[config.mk]
export PLATFORM = sky130hd
export DESIGN_NAME = ahb_wb_bridge_flat
export DESIGN_NICKNAME = d
export VERILOG_FILES = /design/src/rtl/ahb_wb_bridge_pkg.sv /design/src/rtl/ahb_wb_bridge_if.sv /design/src/rtl/ahb_wb_lane_merge.sv /design/src/rtl/ahb_wb_bridge.sv /design/src/flat_wrapper.sv
export SDC_FILE = /design/constraint.sdc
export NUM_CORES = 1
export LEC_CHECK = 0
export CORE_ASPECT_RATIO = 1.2
export CORE_MARGIN = 2
export CORE_UTILIZATION = 41
export CTS_CLUSTER_SIZE = 16
export DETAILED_ROUTE_END_ITERATION = 6
export PLACE_DENSITY = 0.7
export SYNTH_ARGS = -nofsm -noshare
export SYNTH_HDL_FRONTEND = slang
export SYNTH_SLANG_ARGS = --single-unit
[constraint.sdc]
create_clock -name clk_core -period 1.9 [get_ports clk_core]
set_input_delay 0.285 -clock clk_core [delete_from_list [all_inputs] [get_ports clk_core]]
set_output_delay 0.285 -clock clk_core [all_outputs]
set_load 0.02 [all_outputs]
[src/rtl/ahb_wb_bridge_pkg.sv]
// Shared encodings and FSM state type for the AHB-Lite to Wishbone bridge.
package ahb_wb_bridge_pkg;

   typedef enum logic [1:0] {
      HT_IDLE   = 2'b00,
      HT_BUSY   = 2'b01,
      HT_NONSEQ = 2'b10,
      HT_SEQ    = 2'b11
   } htrans_t;

   typedef enum logic [2:0] {
      HS_BYTE = 3'd0,
      HS_HALF = 3'd1,
      HS_WORD = 3'd2
   } hsize_t;

   typedef enum logic [2:0] {
      ST_IDLE,
      ST_WDATA,
      ST_READ,
      ST_WRITE,
      ST_RMW_READ,
      ST_RMW_MERGE,
      ST_ERR1,
      ST_ERR2
   } state_t;

   function automatic logic trans_active(logic [1:0] t);
      return (t == HT_NONSEQ) || (t == HT_SEQ);
   endfunction

   function automatic logic is_sub_word(logic [2:0] size);
      return size < HS_WORD;
   endfunction

endpackage

[src/rtl/ahb_wb_bridge_if.sv]
// AHB-Lite slave-side and Wishbone classic master-side bundles.
interface ahb_lite_if;
   logic [31:0] haddr;
   logic [1:0]  htrans;
   logic        hwrite;
   logic [2:0]  hsize;
   logic        hexcl;
   logic [31:0] hwdata;
   logic [31:0] hrdata;
   logic        hready;
   logic        hresp;
   logic        hexokay;

   modport master (
      output haddr, htrans, hwrite, hsize, hexcl, hwdata,
      input  hrdata, hready, hresp, hexokay
   );

   modport slave (
      input  haddr, htrans, hwrite, hsize, hexcl, hwdata,
      output hrdata, hready, hresp, hexokay
   );
endinterface

interface wb_classic_if;
   logic        core_cyc;
   logic        core_stb;
   logic        core_we;
   logic [31:0] core_addr;
   logic [31:0] core_data_out;
   logic [31:0] core_data_in;
   logic        core_ack;
   logic [3:0]  core_sel;

   modport master (
      output core_cyc, core_stb, core_we, core_addr,
      output core_data_out, core_sel,
      input  core_data_in, core_ack
   );

   modport slave (
      input  core_cyc, core_stb, core_we, core_addr,
      input  core_data_out, core_sel,
      output core_data_in, core_ack
   );
endinterface

[src/rtl/ahb_wb_lane_merge.sv]
// Byte-lane mask from size/offset and merge of new lanes over an old word.
module ahb_wb_lane_merge
   import ahb_wb_bridge_pkg::*;
(
   input  logic [2:0]  size,
   input  logic [1:0]  addr,
   input  logic [31:0] old_word,
   input  logic [31:0] new_word,
   output logic [3:0]  mask,
   output logic [31:0] merged
);

   always_comb begin
      mask = 4'hF;
      unique case (1'b1)
         (size == HS_BYTE): mask = 4'b0001 << addr;
         (size == HS_HALF): mask = addr[1] ? 4'b1100 : 4'b0011;
         default:           mask = 4'hF;
      endcase
   end

   always_comb begin
      merged = old_word;
      for (int i = 0; i < 4; i++) begin
         if (mask[i]) merged[8*i +: 8] = new_word[8*i +: 8];
      end
   end

endmodule

[src/rtl/ahb_wb_bridge.sv]
// AHB-Lite slave to Wishbone classic master bridge with optional
// read-modify-write for sub-word stores, exclusive monitor and timeout.
module ahb_wb_bridge
   import ahb_wb_bridge_pkg::*;
#(
   parameter int          RMW_ENABLE     = 1,
   parameter int unsigned TIMEOUT_CYCLES = 1024
) (
   input  logic      clk_core,
   input  logic      rst_core,
   ahb_lite_if.slave ahb,
   wb_classic_if.master wb
);

   localparam int CW =
      (TIMEOUT_CYCLES < 2) ? 1 : $clog2(TIMEOUT_CYCLES);
   localparam logic [CW-1:0] TMAX =
      (TIMEOUT_CYCLES == 0) ? '0 : CW'(TIMEOUT_CYCLES - 1);

   state_t state;
   state_t state_d;

   logic [31:0]   addr_q;
   logic [2:0]    size_q;
   logic          excl_q;
   logic [31:0]   wdata_q;
   logic [31:0]   old_q;
   logic          resv_v;
   logic [29:0]   resv_a;
   logic          excl_pass;
   logic [CW-1:0] cnt;

   logic        cyc_d;
   logic        stb_d;
   logic        we_d;
   logic [3:0]  sel_d;
   logic [31:0] dout_d;

   logic        ack_v;
   logic        tmo;
   logic        resv_hit;
   logic        accept;
   logic [3:0]  lane_mask;
   logic [31:0] merged;

   assign ack_v    = wb.core_ack & wb.core_cyc;
   assign tmo      = (TIMEOUT_CYCLES != 0) && wb.core_stb
                     && (cnt == TMAX);
   assign resv_hit = resv_v && (resv_a == addr_q[31:2]);
   assign accept   = (state == ST_IDLE) && trans_active(ahb.htrans);

   assign ahb.hready = (state == ST_IDLE) || (state == ST_ERR2);
   assign ahb.hresp  = (state == ST_ERR1) || (state == ST_ERR2);

   ahb_wb_lane_merge u_merge (
      .size     (size_q),
      .addr     (addr_q[1:0]),
      .old_word (old_q),
      .new_word (wdata_q),
      .mask     (lane_mask),
      .merged   (merged)
   );

   always_ff @(posedge clk_core) begin
      if (rst_core) state <= ST_IDLE;
      else          state <= state_d;
   end

   always_comb begin
      state_d = state;
      cyc_d   = 1'b0;
      stb_d   = 1'b0;
      we_d    = 1'b0;
      sel_d   = 4'h0;
      dout_d  = wb.core_data_out;
      unique case (state)
         ST_IDLE: begin
            if (accept) begin
               if (ahb.hwrite) begin
                  state_d = ST_WDATA;
               end else begin
                  state_d = ST_READ;
                  cyc_d   = 1'b1;
                  stb_d   = 1'b1;
                  sel_d   = 4'hF;
               end
            end
         end
         ST_WDATA: begin
            if (excl_q && !resv_hit) begin
               state_d = ST_IDLE;
            end else if (RMW_ENABLE != 0 && is_sub_word(size_q)) begin
               state_d = ST_RMW_READ;
               cyc_d   = 1'b1;
               stb_d   = 1'b1;
               sel_d   = 4'hF;
            end else begin
               state_d = ST_WRITE;
               cyc_d   = 1'b1;
               stb_d   = 1'b1;
               we_d    = 1'b1;
               sel_d   = lane_mask;
               dout_d  = ahb.hwdata;
            end
         end
         ST_READ, ST_RMW_READ, ST_WRITE: begin
            if (ack_v) begin
               state_d = (state == ST_RMW_READ) ? ST_RMW_MERGE
                                                : ST_IDLE;
            end else if (tmo) begin
               state_d = ST_ERR1;
            end else begin
               cyc_d = wb.core_cyc;
               stb_d = wb.core_stb;
               we_d  = wb.core_we;
               sel_d = wb.core_sel;
            end
         end
         ST_RMW_MERGE: begin
            state_d = ST_WRITE;
            cyc_d   = 1'b1;
            stb_d   = 1'b1;
            we_d    = 1'b1;
            sel_d   = 4'hF;
            dout_d  = merged;
         end
         ST_ERR1: state_d = ST_ERR2;
         ST_ERR2: state_d = ST_IDLE;
         default: state_d = ST_IDLE;
      endcase
   end

   always_ff @(posedge clk_core) begin
      if (rst_core) begin
         wb.core_cyc      <= 1'b0;
         wb.core_stb      <= 1'b0;
         wb.core_we       <= 1'b0;
         wb.core_sel      <= 4'h0;
         wb.core_addr     <= '0;
         wb.core_data_out <= '0;
         ahb.hrdata       <= '0;
         ahb.hexokay      <= 1'b0;
         addr_q           <= '0;
         size_q           <= '0;
         excl_q           <= 1'b0;
         wdata_q          <= '0;
         old_q            <= '0;
         resv_v           <= 1'b0;
         resv_a           <= '0;
         excl_pass        <= 1'b0;
         cnt              <= '0;
      end else begin
         wb.core_cyc      <= cyc_d;
         wb.core_stb      <= stb_d;
         wb.core_we       <= we_d;
         wb.core_sel      <= sel_d;
         wb.core_data_out <= dout_d;
         ahb.hexokay      <= (state == ST_WRITE) && ack_v && excl_pass;

         if (accept) begin
            addr_q       <= ahb.haddr;
            size_q       <= ahb.hsize;
            excl_q       <= ahb.hexcl;
            wb.core_addr <= {ahb.haddr[31:2], 2'b00};
         end

         // Reservation is dropped by any exclusive store or any store to it
         if (state == ST_WDATA) begin
            wdata_q   <= ahb.hwdata;
            excl_pass <= excl_q && resv_hit;
            if (excl_q || resv_hit) resv_v <= 1'b0;
         end

         if (state == ST_READ && ack_v) begin
            ahb.hrdata <= wb.core_data_in;
            if (excl_q) begin
               resv_v <= 1'b1;
               resv_a <= addr_q[31:2];
            end
         end

         if (state == ST_RMW_READ && ack_v) old_q <= wb.core_data_in;

         if (stb_d && !wb.core_stb) cnt <= '0;
         else if (wb.core_stb)      cnt <= cnt + 1'b1;
         else                       cnt <= '0;
      end
   end

endmodule
[src/flat_wrapper.sv]
// flat-port wrapper written by rule: the top's interface ports become plain ports
module ahb_wb_bridge_flat import ahb_wb_bridge_pkg::*;
#(
   parameter int          RMW_ENABLE     = 1,
   parameter int unsigned TIMEOUT_CYCLES = 1024
)
  (clk_core, rst_core, ahb_haddr, ahb_htrans, ahb_hwrite, ahb_hsize, ahb_hexcl, ahb_hwdata, ahb_hrdata, ahb_hready, ahb_hresp, ahb_hexokay, wb_core_cyc, wb_core_stb, wb_core_we, wb_core_addr, wb_core_data_out, wb_core_sel, wb_core_data_in, wb_core_ack);
  ahb_lite_if ahb_i ();
  wb_classic_if wb_i ();
  input  logic clk_core;
  input  logic rst_core;
  input wire logic [$bits(ahb_i.haddr)-1:0] ahb_haddr;
  input wire logic [$bits(ahb_i.htrans)-1:0] ahb_htrans;
  input wire logic [$bits(ahb_i.hwrite)-1:0] ahb_hwrite;
  input wire logic [$bits(ahb_i.hsize)-1:0] ahb_hsize;
  input wire logic [$bits(ahb_i.hexcl)-1:0] ahb_hexcl;
  input wire logic [$bits(ahb_i.hwdata)-1:0] ahb_hwdata;
  output wire logic [$bits(ahb_i.hrdata)-1:0] ahb_hrdata;
  output wire logic [$bits(ahb_i.hready)-1:0] ahb_hready;
  output wire logic [$bits(ahb_i.hresp)-1:0] ahb_hresp;
  output wire logic [$bits(ahb_i.hexokay)-1:0] ahb_hexokay;
  output wire logic [$bits(wb_i.core_cyc)-1:0] wb_core_cyc;
  output wire logic [$bits(wb_i.core_stb)-1:0] wb_core_stb;
  output wire logic [$bits(wb_i.core_we)-1:0] wb_core_we;
  output wire logic [$bits(wb_i.core_addr)-1:0] wb_core_addr;
  output wire logic [$bits(wb_i.core_data_out)-1:0] wb_core_data_out;
  output wire logic [$bits(wb_i.core_sel)-1:0] wb_core_sel;
  input wire logic [$bits(wb_i.core_data_in)-1:0] wb_core_data_in;
  input wire logic [$bits(wb_i.core_ack)-1:0] wb_core_ack;
  assign ahb_i.haddr = ahb_haddr;
  assign ahb_i.htrans = ahb_htrans;
  assign ahb_i.hwrite = ahb_hwrite;
  assign ahb_i.hsize = ahb_hsize;
  assign ahb_i.hexcl = ahb_hexcl;
  assign ahb_i.hwdata = ahb_hwdata;
  assign ahb_hrdata = ahb_i.hrdata;
  assign ahb_hready = ahb_i.hready;
  assign ahb_hresp = ahb_i.hresp;
  assign ahb_hexokay = ahb_i.hexokay;
  assign wb_core_cyc = wb_i.core_cyc;
  assign wb_core_stb = wb_i.core_stb;
  assign wb_core_we = wb_i.core_we;
  assign wb_core_addr = wb_i.core_addr;
  assign wb_core_data_out = wb_i.core_data_out;
  assign wb_core_sel = wb_i.core_sel;
  assign wb_i.core_data_in = wb_core_data_in;
  assign wb_i.core_ack = wb_core_ack;
  ahb_wb_bridge #(.RMW_ENABLE(RMW_ENABLE), .TIMEOUT_CYCLES(TIMEOUT_CYCLES)) u_core (.clk_core(clk_core), .rst_core(rst_core), .ahb(ahb_i), .wb(wb_i));
endmodule
==> flow_metrics.py <==
metrics = {
    "status": {
        "outcome": "finished, violations left",
        "violations": "setup timing",
    },
    "detailed_routing": {
        "drtAntennaViolNets": 0,
        "num_vias": 8425,
        "viasPerCell": 5.16,
        "drc": 0,
        "routed_wl_um": 26400,
        "wl_per_cell_um": 16.2,
        "firstDrtPassIters": 7,
        "drt-initial-drc-count": 516,
    },
    "pwr": {
        "intPower_uw": 10200,
        "p_seq_frac": 0.363,
        "clkPwrFrac": 0.347,
        "irDropWorstVdd_v": 0.000661,
        "p_per_area_nw_per_um2": 1160,
        "swShare": 0.307,
        "pwr-share-comb": 0.290,
        "switching_power_uw": 4520,
        "p_leak_uw": 0.00481,
    },
    "sta": {
        "period_needed_ps": 2160,
        "max_freq_mhz": 463,
        "rsz0062_at_grt": "true",
        "report.final.slew_viol_count": 0,
        "setup_viol": 41,
        "finalSetupTns_ps": -8260,
        "finClkSkew_ps": 5.22,
        "setup_slack_ps": -262,
        "finalHoldViolCount": 0,
        "fin_crit_sh": 1.14,
    },
    "cells_and_area": {
        "layout-drive-gt1-share": 0.126,
        "utilization": 0.589,
        "multi_input_area_um2": 4220,
        "syn_to_final_growth_pct": 41.5,
        "nets": 1449,
        "register_area_um2": 4360,
        "fin_area_um2": 12700,
        "n_fill_cell": 1927,
    },
    "setup_path": {
        "cp-start-kind": "flip-flop",
        "end_kind": "flip-flop",
        "path_cells": "xor2_1 -> nor4_2 -> nand4_1 -> or4_4 -> buf_12 -> nand3_1 -> a21oi_1",
        "critPathKind": "flip-flop to flip-flop",
        "critPathMaxFanout": 17,
        "crit_required_ps": 2270,
        "cpPeakStageDelay_ps": 640,
        "cp_slowest_cell": "or4_4",
        "cp.arrival_ps": 2530,
    },
    "synth": {
        "yosys.area.top_type": "dfxtp_1",
        "ys_ff_latch": 217,
        "yosysSeqAreaShare": 0.483,
        "synth_flop_cell": "dfxtp_1",
        "synth_top_cell_area_share": 0.483,
        "synth.avg_cell_area_um2": 7.88,
        "synth_cells": 1142,
        "synth_commonest_cells": "371 x nand2_1, 217 x dfxtp_1, 205 x a21oi_1",
        "synth_edf_count": 0,
        "yosysMostFrequentCell": "nand2_1",
        "yosysWarnings": 0,
        "synthArstFlopShare": 0,
        "ys_types": 40,
        "synth.area.top_cells": "dfxtp_1 48%, nand2_1 15%, a21oi_1 11%",
        "synth_area_um2": 8990,
    },
    "global_route": {
        "grt_use_total": 0.219,
        "overflow": 0,
        "grt_max_degree": 91,
        "grtUsageMet2": 0.380,
        "grt_pass1_vias": 8253,
        "grt.busiest_layer": "met2",
        "grt_use_met1": 0.265,
        "antenna_found_initial": 1,
        "grt_pass1_wl_um": 42100,
        "grt_use_met3": 0.0461,
    },
    "floorplan": {
        "rows": 59,
        "start_util": 0.416,
        "die_w_um": 139,
        "io_pins": 212,
        "die-area_um2": 23100,
        "core_area_um2": 21600,
        "die_h_um": 166,
    },
    "clock_tree": {
        "htreeDepth": 1,
        "cts_buffers": 24,
        "worst_skew_pair.late_latency_ps": 500,
        "clock-sinks": 217,
        "cts_tree": "yes",
        "clockRootBuffer": "clkbuf_16",
        "clkTransAtPathRegs_ps": 60,
        "cts_buffer_depth": 3,
    },
    "placement": {
        "place_ws_ps": -403,
        "hpwl_um": 17200,
        "io_buffer_count": 208,
        "placed_area_um2": 11700,
        "finalWeightedCongestion": 0.785,
    },
    "job": {
        "cap_violations": 0,
    },
    "min_path": {
        "hp-class": "input port to flip-flop",
    },
}
-- stage by stage --
stage	power [uW]	hold slack, ps	cells
floorplan	7790	413	1143
global placement	9630	429	1587
detailed placement	9690	438	1587
CTS	14800	38.7	1633
global route	15400	41.0	1634
finish	14700	52.2	1634
-- layer usage --
metal	routed length, um	vias to the layer above
met5	0	-
met4	813	0
met3	1810	54
met2	12900	267
met1	10900	3895
li1	-	4209
-- logic make-up (layout without fill, tap and decap cells) --
logic type               Yosys count  in the layout  share of synthesized area
AND/OR/NAND/NOR                  469            469                      0.213
adder cells (fa/ha/maj)            1              1                    0.00139
AO/OA/AOI/OAI                    264            264                      0.165
multiplexers                      32             32                     0.0356
other                              1              3                   0.000417
buffers and inverters            123            339                     0.0668
flip-flops                       217            217                      0.483
XOR/XNOR                          35             35                     0.0341
-- power groups by stage --
stage               registers (uW)  clock network [uW]  logic (uW)
finish                        5340                5100        4280
global route                  5400                5390        4650
CTS                           5340                5200        4300
detailed placement            5430                   0        4260
global placement              5410                   0        4220
floorplan                     5590                   0        2200
-- cell type report --
class	instances	share of cell area
antenna	1	0.000197
tap	274	0.0269
sequential	217	0.342
timing repair buffer	290	0.228
inverter	6	0.00177
clock buffer	30	0.0546
clock inverter	13	0.0151
multi-input combinational	803	0.332
-- layout by cell type, fill, tap and decap left out, types with 3 or more instances in the layout --
cell type	Yosys	final
dlymetal6s2s_1	0	12
clkbuf_16	0	25
o21ai_0	8	7
nand3_2	0	16
o21ai_1	4	4
inv_1	6	6
xor2_1	33	33
a21oi_2	0	5
nor3_1	8	5
o21a_1	3	3
buf_12	0	11
a21oi_1	205	200
dfxtp_2	0	9
nor2_1	15	15
or3_1	6	6
bufinv_16	0	5
clkdlybuf4s50_1	0	190
clkbuf_8	0	5
a211oi_1	3	3
buf_4	33	68
dfxtp_1	217	208
nor2b_1	4	3
nand2_1	371	371
dlygate4sd2_1	0	3
clkinv_2	0	7
and2_1	6	5
nand4_1	5	5
nand2b_1	4	4
nor4_1	8	7
nand3_1	38	22
nor3_2	0	3
mux2i_1	32	32
o221ai_1	32	31
-- worst max-delay path: cells and delay by family, from the launching register on --
kind,cells,cell delay [ps]
buffers and inverters,1,190
flip-flops,1,320
XOR/XNOR,1,170
AO/OA/AOI/OAI,1,70
AND/OR/NAND/NOR,4,1260
-- state kept, by name, summed over array words and instances (netlist names), 3 cells and up --
| name | flops |
|---|---|
| u_core.ahb.hrdata | 32 |
| u_core.addr_q | 31 |
| u_core.old_q | 32 |
| u_core.resv_a | 30 |
| u_core.size_q | 3 |
| u_core.wdata_q | 32 |
| u_core.wb.core_sel | 4 |
| u_core.state | 3 |
| u_core.wb.core_data_out | 32 |
| u_core.cnt | 10 |
-- what timing repair did --
action | in CTS | in global routing
setup buffers | 1 | 0
cloned | 2 | 0
pin swaps | 11 | 7
hold buffers | 0 | 0
endpoints found under the setup margin | 46 | 56
resized for setup | 15 | 30
-- path summary, 6_finish.rpt --
| kind | from | end | slack (ps) | cells past startpoint |
|---|---|---|---|---|
| worst min register to register | u_core.cnt[0] | u_core.cnt[0] | 450 | 1 |
| worst max-delay path | u_core.addr_q[30] | u_core.wb.core_data_out[15] | -260 | 7 |
| worst max register to register | u_core.addr_q[30] | u_core.wb.core_data_out[15] | -260 | 7 |
| worst min-delay path | rst_core | u_core.wb.core_sel[1] | 50 | 2 |
Note: power is estimated with default switching activity, not from simulation.
